<file path="src/rtl/regsr_cmd_sequencer.sv">
// Command sequencer feeding the 8-bit set/reset register bank.
// Define REGSR_SEQ_TOGGLE_EN to build the read-modify-write TOGGLE path.
module regsr_cmd_sequencer #(
  parameter int WIDTH      = 8,
  parameter int FIFO_DEPTH = 4
) (
  input  logic                        clk,
  input  logic                        global_reset,
  input  logic                        cmd_valid,
  output logic                        cmd_ready,
  input  logic [1:0]                  cmd_op,
  input  logic [WIDTH-1:0]            cmd_mask,
  input  logic [WIDTH-1:0]            cmd_data,
  input  logic [WIDTH-1:0]            reg_q,
  output logic [WIDTH-1:0]            reg_data,
  output logic [WIDTH-1:0]            reg_write_enable,
  output logic [WIDTH-1:0]            reg_set,
  output logic [WIDTH-1:0]            reg_reset,
  output logic                        busy,
  output logic [$clog2(FIFO_DEPTH):0] fifo_level
);

  localparam int PW = $clog2(FIFO_DEPTH);
  localparam int LW = PW + 1;

  localparam logic [1:0] OP_WRITE  = 2'b00;
  localparam logic [1:0] OP_SET    = 2'b01;
  localparam logic [1:0] OP_CLEAR  = 2'b10;
  localparam logic [1:0] OP_TOGGLE = 2'b11;

`ifdef REGSR_SEQ_TOGGLE_EN
  typedef enum logic [1:0] {
    S_IDLE,
    S_ISSUE,
    S_SETTLE
  } state_t;
`else
  typedef enum logic [1:0] {
    S_IDLE,
    S_ISSUE
  } state_t;
`endif

  state_t state, state_n;

  logic [1:0]       op_mem   [FIFO_DEPTH];
  logic [WIDTH-1:0] mask_mem [FIFO_DEPTH];
  logic [WIDTH-1:0] data_mem [FIFO_DEPTH];

  logic [PW-1:0] wr_ptr, rd_ptr;
  logic [LW-1:0] level;
  logic          full, empty;
  logic          push, pop;

  logic [1:0]       head_op;
  logic [WIDTH-1:0] head_mask, head_data;

  logic [WIDTH-1:0] we_n, set_n, clr_n, dat_n;

`ifdef REGSR_SEQ_TOGGLE_EN
  logic [WIDTH-1:0] tmask, tmask_n;
`else
  logic unused_reg_q;
  assign unused_reg_q = ^reg_q;
`endif

  assign full       = (level == LW'(FIFO_DEPTH));
  assign empty      = (level == '0);
  assign cmd_ready  = !full;
  assign push       = cmd_valid && !full;
  assign fifo_level = level;
  assign busy       = !empty || (state != S_IDLE);

  assign head_op   = op_mem[rd_ptr];
  assign head_mask = mask_mem[rd_ptr];
  assign head_data = data_mem[rd_ptr];

  // Queue storage; contents are don't-care until pushed.
  always_ff @(posedge clk) begin
    if (push) begin
      op_mem[wr_ptr]   <= cmd_op;
      mask_mem[wr_ptr] <= cmd_mask;
      data_mem[wr_ptr] <= cmd_data;
    end
  end

  // Next state, pop and next pulse values.
  always_comb begin
    state_n = state;
    pop     = 1'b0;
    we_n    = '0;
    set_n   = '0;
    clr_n   = '0;
    dat_n   = '0;
`ifdef REGSR_SEQ_TOGGLE_EN
    tmask_n = tmask;
`endif
    case (state)
      S_IDLE, S_ISSUE: begin
        if (!empty) begin
          pop     = 1'b1;
          state_n = S_ISSUE;
          unique case (head_op)
            OP_WRITE: begin
              we_n  = head_mask;
              dat_n = head_data;
            end
            OP_SET:   set_n = head_mask;
            OP_CLEAR: clr_n = head_mask;
            OP_TOGGLE: begin
`ifdef REGSR_SEQ_TOGGLE_EN
              state_n = S_SETTLE;
              tmask_n = head_mask;
`else
              state_n = S_ISSUE;
`endif
            end
          endcase
        end else begin
          state_n = S_IDLE;
        end
      end
`ifdef REGSR_SEQ_TOGGLE_EN
      S_SETTLE: begin
        we_n    = tmask;
        dat_n   = ~reg_q;
        state_n = S_ISSUE;
      end
`endif
      default: state_n = S_IDLE;
    endcase
  end

  // State, pointers, level and registered bank pulses.
  always_ff @(posedge clk or posedge global_reset) begin
    if (global_reset) begin
      state            <= S_IDLE;
      wr_ptr           <= '0;
      rd_ptr           <= '0;
      level            <= '0;
      reg_write_enable <= '0;
      reg_set          <= '0;
      reg_reset        <= '0;
      reg_data         <= '0;
`ifdef REGSR_SEQ_TOGGLE_EN
      tmask            <= '0;
`endif
    end else begin
      state            <= state_n;
      reg_write_enable <= we_n;
      reg_set          <= set_n;
      reg_reset        <= clr_n;
      reg_data         <= dat_n;
`ifdef REGSR_SEQ_TOGGLE_EN
      tmask            <= tmask_n;
`endif
      if (push) wr_ptr <= wr_ptr + PW'(1);
      if (pop)  rd_ptr <= rd_ptr + PW'(1);
      case ({push, pop})
        2'b10:   level <= level + LW'(1);
        2'b01:   level <= level - LW'(1);
        default: level <= level;
      endcase
    end
  end

endmodule

</file>
<file path="config.mk">
export PLATFORM = sky130hd
export DESIGN_NAME = regsr_cmd_sequencer
export DESIGN_NICKNAME = d
export VERILOG_FILES = /design/src/rtl/regsr_cmd_sequencer.sv
export SDC_FILE = /design/constraint.sdc
export NUM_CORES = 1
export LEC_CHECK = 0
export ABC_AREA = 1
export CORE_UTILIZATION = 50
export DETAILED_ROUTE_END_ITERATION = 8
export GPL_ROUTABILITY_DRIVEN = 0
export PLACE_DENSITY = 0.74
export REMOVE_ABC_BUFFERS = 1
export SYNTH_ARGS = -nofsm -noshare
export SYNTH_HDL_FRONTEND = slang
export SYNTH_SLANG_ARGS = --single-unit
export TNS_END_PERCENT = 50
</file>
<file path="constraint.sdc">
create_clock -name clk -period 3.7 [get_ports clk]
set_input_delay 0.37 -clock clk [delete_from_list [all_inputs] [get_ports clk]]
set_output_delay 0.37 -clock clk [all_outputs]
set_load 0.005 [all_outputs]
</file>
==> Implementation_results.wiki, run 1 <==
{| class="wikitable"
! Metric !! Value
|-
| Peak VDD IR || 0.331 mV
|-
| Yosys synthesis warning count || 0
|-
| Cells taking the most area after synthesis || edfxtp_1 49%, dfrtp_1 23%, nand2_1 9.4%
|-
| Wire length of the first global-routing pass || 12700 um
|-
| Routed vias/inst || 4.97
|-
| Placeable core region || 8380 sq um
|-
| Number of ports placed on the die boundary || 66
|-
| Quantity of gates resized following cts || 0
|-
| Share of the synthesized area in the top cell type || 0.490
|-
| Footprint of the flip-flops and latches || 3160 sq um
|-
| Horizontal die dimension || 95.9 um
|-
| Main combinational cell family by area after synthesis || simple AND/OR/NAND/NOR gates
|-
| Fraction of final layout cells sized beyond drive strength 1 || 0.0659
|-
| Commonest cells post-synth || 111 x nand2_1, 72 x edfxtp_1, 51 x nand3_1
|-
| Required time of the critical path || 3.33 ns
|-
| Synthesized instance count || 389
|-
| Final slew viol count || 0
|-
| Total of flip-flops plus latches after synthesis || 112
|-
| Final Hold Fails || 0
|-
| Peak clock frequency supported by timing || 0.356 GHz
|-
| Vias in the first global route || 2701
|-
| Post-CTS setup buffer count || 0
|-
| Number of remaining DRC errors || 0
|-
| Post-synthesis sequential area ratio || 0.717
|-
| Maximum number of pins on one net before global-route repair || 41
|-
| Endpoint class of the critical path || primary output
|-
| Dpl cell area || 5070 sq um
|-
| Hpwl dp || 4760 um
|-
| Type of the most critical hold path || input port to asynchronous set/reset pin
|-
| Cts hold-fix bufs || 0
|-
| Post-route clock period utilization || 0.759
|-
| Final routed wirelength across all metal layers || 7880 um
|-
| Area of the die || 9200 sq um
|-
| Floorplan die height || 95.9 um
|-
| Setup crit start kind || register
|-
| CTS Buffer Depth || 2
|-
| Max transition margin || 0.397
|-
| Max-cap violations || 0
|-
| Area growth, synth to finish || 19.0%
|-
| Arrival @ worst endpoint || 2.44 ns
|-
| Adder-cell share of the synthesized area || 0.0159
|-
| Average detailed-routed wire length per instance || 14.1 um
|-
| Most frequently used flop master after synthesis || edfxtp_1
|-
| Ys async rst share || 0.357
|-
| GRT Residual Overflow || 0
|-
| Cell variety after synth || 21
|-
| Clock-pin transition on the worst setup and hold timing paths || 0.10 ns
|-
| Avg Cell Area, Syn || 11.3 sq um
|-
| Cell taking the most area after synthesis || edfxtp_1
|-
| Result of the run || complete, no violations
|-
| Initial core utilization || 0.526
|-
| Most instantiated library cell after synthesis || nand2_1
|-
| Number of antenna violations at the first check in global routing || 0
|-
| Antenna-violating nets left || 0
|-
| Total Negative Setup Slacks || 0 ns
|-
| Cell area after layout || 5250 sq um
|-
| Number of diodes added for antenna fixing || 0
|-
| Xor/xnor share of the synthesized area || 0.00596
|-
| Multi-input logic area || 978 sq um
|-
| Total number of placement rows || 33
|-
| Root cell of the clock tree || clkbuf_8
|-
| Startpoint-to-endpoint class of the critical path || register to primary output
|-
| Static leakage || 2.31 nW
|-
| Share of synthesized area spent on multiplexers || 0
|-
| Minimum period implied by the final worst setup slack || 2.81 ns
|-
| Reg-to-reg setup timing slack || 1.28 ns
|-
| Cts bufs inserted || 9
|-
| Starting DRT DRC Count || 138
|-
| Post-Syn Area || 4410 sq um
|-
| PnR Total Power || 4.07 mW
|-
| Worst-path maximum fanout || 22
|-
| Final instance count without filler cells || 560
|-
| CTS Sinks || 112
|-
| Actual slew at the worst max-slew pin || 0.902 ns
|-
| Number of nets in the final layout || 484
|-
| Power density over the cells || 776 nW/um^2
|-
| Count of buffers from port buffering || 57
|-
| Fraction of the mapped netlist area in compound gates || 0.00397
|-
| DR vias || 2783
|-
| Clock latency reported for the late side of the worst-skew pair || 0.37 ns
|-
| Number of H-tree branching levels || 3
|-
| Cell count after placement || 544
|-
| Maximum clock skew at final layout || 0.00949 ns
|-
| GR Util All Layers || 0.192
|-
| RSZ-0062 raised after global routing || no
|-
| CTS tree || built
|-
| Simple-gate share of the synthesized area || 0.196
|-
| Number of synthesized flops with an enable pin || 72
|-
| Filler Cells Inserted || 644
|-
| Pre-antenna DRT Iters || 4
|-
| Setup violation total in the final timing report || 0
|}
power breakdown:
part / switching [mW] / internal (mW)
Clock: 0.383 / 0.283
Sequential: 0.101 / 1.69
Combinational: 0.985 / 0.633
Total: 1.47 / 2.61
sequential cells by signal (all words and copies together), names as in the netlist:
register and cells:
data_mem 32, mask_mem 32, op_mem 8, reg_data 8, reg_reset 8, reg_set 8
reg_write_enable 8, fifo_level 3, rd_ptr 2, wr_ptr 2, state 1
area by class of cell:
class                   instances  share of cell area
inverters                      46              0.0329
flip-flops and latches        112               0.602
well taps                     105              0.0250
clock buffers                  12              0.0295
multi-input cells             217               0.186
clock inverters                 4             0.00524
repair buffers                 64               0.119
per-stage QoR:
step / setup slack, ns / hold slack, ns / util
finish: 0.891 / 0.421 / 0.627
global route: 0.769 / 0.506 / 0.627
CTS: 0.900 / 0.433 / 0.627
detailed placement: 1.32 / 0.562 / 0.605
global placement: 1.34 / 0.537 / 0.605
floorplan: 1.77 / 0.469 / -
final timing paths:
| path | to | depth (start not counted) | start |
|---|---|---|---|
| setup / recovery | busy | 4 | fifo_level[0]$_DFFE_PP0P_ |
| hold / removal | reg_reset[1]$_DFF_PP0_ | 3 | global_reset |
| setup reg to reg | fifo_level[2]$_DFFE_PP0P_ | 8 | fifo_level[1]$_DFFE_PP0P_ |
| hold reg to reg | fifo_level[2]$_DFFE_PP0P_ | 2 | fifo_level[2]$_DFFE_PP0P_ |
| max in group asynchronous | rd_ptr[1]$_DFFE_PP0P_ | 3 | global_reset |
| min in group clk | fifo_level[2]$_DFFE_PP0P_ | 2 | fifo_level[2]$_DFFE_PP0P_ |
layer usage:
layer | wire [um] | global-route usage | vias to the layer above | part of all wire
li1 | - | - | 1367 | -
met4 | 94 | 0.103 | 0 | 0.012
met2 | 4130 | 0.329 | 101 | 0.52
met5 | 0 | 0 | - | 0
met3 | 618 | 0.0292 | 5 | 0.078
met1 | 3040 | 0.234 | 1310 | 0.39
worst max-delay path: stages (launching register included):
cell             delay (ns)
dfrtp_1                0.45
nor2_2                 0.19
nand2_1                0.55
or2_1                  0.43
clkdlybuf4s50_1        0.44
cells in the final DEF (no fill, tap or decap):
cell type	count
o21ai_0	1
a21oi_1	1
nor2_1	35
or2_1	1
clkinv_4	1
nand4_1	1
xor2_1	3
nand2_1	111
clkbuf_1	1
clkdlybuf4s50_1	57
inv_4	1
inv_1	45
ha_1	4
clkbuf_8	11
clkinvlp_4	1
nand2_4	1
inv_2	1
dfrtp_1	40
fa_1	1
buf_4	7
clkinv_2	1
o21bai_1	1
nand3_1	51
nand2_2	3
edfxtp_1	72
nor2_2	3
kinds of logic (layout without fill, tap and decap cells):
group	count (synthesis)	in the layout
and+or+nand+nor	206	206
DFF	112	112
xor gates and xnor gates	3	3
buffers and inverters	60	126
adders and majority gates	5	5
AOI/OAI and AO/OA	3	3
No activity file was read; power rests on OpenSTA's default activity.
==> inputs of run 2 (changes only) <==
- clock period: 3.7 -> 2.8 ns (I/O delays scaled with it)
==> run 2 against run 1 <==
Effect of this change:
- core utilization up 0.72 points
- combinational power up 37%
- clock power up 32%
- via count up 2.8%
- critical path type unchanged
- flip-flop and latch count unchanged
- design area up 1.1%
- non-clock buffer count up 8
- clock skew about the same
==> Implementation_results.wiki, run 2 (synthesis results as in run 1) <==
{| class="wikitable"
! Metric !! Value
|-
| CTS tree || built
|-
| Startpoint-to-endpoint class of the critical path || register to primary output
|-
| PnR Total Power || 5.47 mW
|-
| Largest registers || data_mem (32), mask_mem (32)
|-
| Endpoint class of the critical path || primary output
|-
| Horizontal die dimension || 95.9 um
|-
| Result of the run || complete, no violations
|-
| Critical path's slowest cell || dfrtp_1
|-
| Fraction of final layout cells sized beyond drive strength 1 || 0.0821
|-
| RSZ-0062 raised after global routing || no
|-
| Number of antenna violations at the first check in global routing || 0
|-
| Final instance count without filler cells || 568
|-
| Maximum clock skew at final layout || 0.00931 ns
|-
| Antenna-violating nets left || 0
|-
| Type of the most critical hold path || input port to asynchronous set/reset pin
|-
| Cts bufs inserted || 9
|-
| Post-route clock period utilization || 0.743
|-
| Delay of the slowest cell on the worst path || 0.45 ns
|-
| CTS Sinks || 112
|-
| Switching power total || 1.98 mW
|-
| Final Hold Fails || 0
|-
| Part of the total power dissipated in combinational logic || 0.405
|-
| Pre-antenna DRT Iters || 4
|-
| Peak clock frequency supported by timing || 0.480 GHz
|-
| Share of total power consumed by net switching || 0.361
|-
| Total number of placement rows || 33
|-
| DR vias || 2860
|-
| Wire length of the first global-routing pass || 12900 um
|-
| Clock latency reported for the late side of the worst-skew pair || 0.36 ns
|-
| Max-cap violations || 0
|-
| Cts hold-fix bufs || 0
|-
| Minimum setup slack in the final design || 0.718 ns
|-
| Number of diodes added for antenna fixing || 0
|-
| Initial core utilization || 0.526
|-
| Arrival @ worst endpoint || 1.80 ns
|-
| Internal Pwr Total || 3.50 mW
|-
| Max transition margin || 0.656
|-
| GR Util All Layers || 0.198
|-
| Area of the die || 9200 sq um
|-
| Minimum period implied by the final worst setup slack || 2.08 ns
|-
| Number of nets in the final layout || 492
|-
| Setup crit start kind || register
|-
| Total Negative Setup Slacks || 0 ns
|-
| Most frequent cells in the layout || 111 x nand2_1, 72 x edfxtp_1, 57 x clkdlybuf4s50_1
|-
| Final slew viol count || 0
|-
| Required time of the critical path || 2.52 ns
|-
| Final routed wirelength across all metal layers || 8280 um
|-
| Worst-path maximum fanout || 6
|-
| Actual slew at the worst max-slew pin || 0.516 ns
|-
| Peak VDD IR || 0.410 mV
|-
| Cell count after placement || 552
|-
| Placeable core region || 8380 sq um
|-
| Routed vias/inst || 5.04
|-
| Area growth, synth to finish || 20.4%
|-
| Number of ports placed on the die boundary || 66
|-
| Sequential power share || 0.435
|-
| Setup violation total in the final timing report || 0
|-
| Pre-CTS setup slack || 0.863 ns
|-
| Power density over the cells || 1030 nW/um^2
|-
| GRT Residual Overflow || 0
|-
| Maximum number of pins on one net before global-route repair || 41
|-
| Leading cell type in the layout, fill and taps excluded || nand2_1
|-
| Cell chain of the critical path || nor2_2, nand2_1, or2_1, clkdlybuf4s50_1
|-
| Count of buffers from port buffering || 57
|-
| Vias in the first global route || 2654
|-
| Number of H-tree branching levels || 3
|-
| Average detailed-routed wire length per instance || 14.6 um
|-
| Floorplan die height || 95.9 um
|-
| Clk network pwr share || 0.160
|-
| Static leakage || 2.35 nW
|-
| Clock-pin transition on the worst setup and hold timing paths || 0.10 ns
|-
| CTS Buffer Depth || 2
|-
| Number of remaining DRC errors || 0
|-
| Quantity of gates resized following cts || 0
|-
| Starting DRT DRC Count || 175
|-
| Post-CTS setup buffer count || 0
|-
| Root cell of the clock tree || clkbuf_8
|-
| Hpwl dp || 5460 um
|}
-- run 2: changes by cell type in the layout (fill, tap and decap cells not counted) --
cell	change
buf_4	+8
-- run 2: stage by stage --
stage,hold slack (ns),utilization,cell area (sq um)
floorplan,0.379,-,4310
global placement,0.542,0.612,5130
detailed placement,0.569,0.612,5130
CTS,0.357,0.634,5310
global route,0.404,0.634,5310
finish,0.346,0.634,5310
-- run 2: routing by layer --
layer / vias up / GRT usage / wire [um]
li1: 1380 / - / -
met5: - / 0 / 0
met3: 18 / 0.0284 / 306
met4: 0 / 0.106 / 210
met1: 1390 / 0.233 / 3340
met2: 72 / 0.351 / 4420
-- run 2: cell type report --
cell class,count,area (sq um)
clock buffer,12,155
clock inverter,4,27.5
fill,639,3070
inverter,46,173
multi-input combinational,217,978
sequential,112,3160
tap,105,131
timing repair buffer,72,683
-- run 2: final timing paths --
path                                                start                         to  slack, ns  depth (start not counted)
worst min-delay path                         global_reset       reg_set[1]$_DFF_PP0_       0.35                          3
min in group clk                                cmd_op[1]     op_mem[1][1]$_DFFE_PP_       0.55                          1
worst max register to register  fifo_level[0]$_DFFE_PP0P_  fifo_level[2]$_DFFE_PP0P_       1.08                          7
worst min register to register  fifo_level[2]$_DFFE_PP0P_  fifo_level[2]$_DFFE_PP0P_       0.59                          2
max in group asynchronous                    global_reset      reg_data[2]$_DFF_PP0_       2.10                          3
worst max-delay path            fifo_level[0]$_DFFE_PP0P_                       busy       0.72                          4
-- run 2: power groups by stage --
stage | Combinational [mW] | Sequential [mW] | Clock (mW)
6_report | 2.22 | 2.38 | 0.876
5_1_grt | 2.49 | 2.42 | 0.960
4_1_cts | 2.24 | 2.38 | 0.892
3_5_place_dp | 2.23 | 2.42 | 0
3_3_place_gp | 2.14 | 2.40 | 0
2_1_floorplan | 1.13 | 2.50 | 0
-- run 2: worst max-delay path, delay by kind of cell (launching register included) --
family	cells	cell delay, ns
simple gates	3	0.54
flops	1	0.45
buf+inv	1	0.44
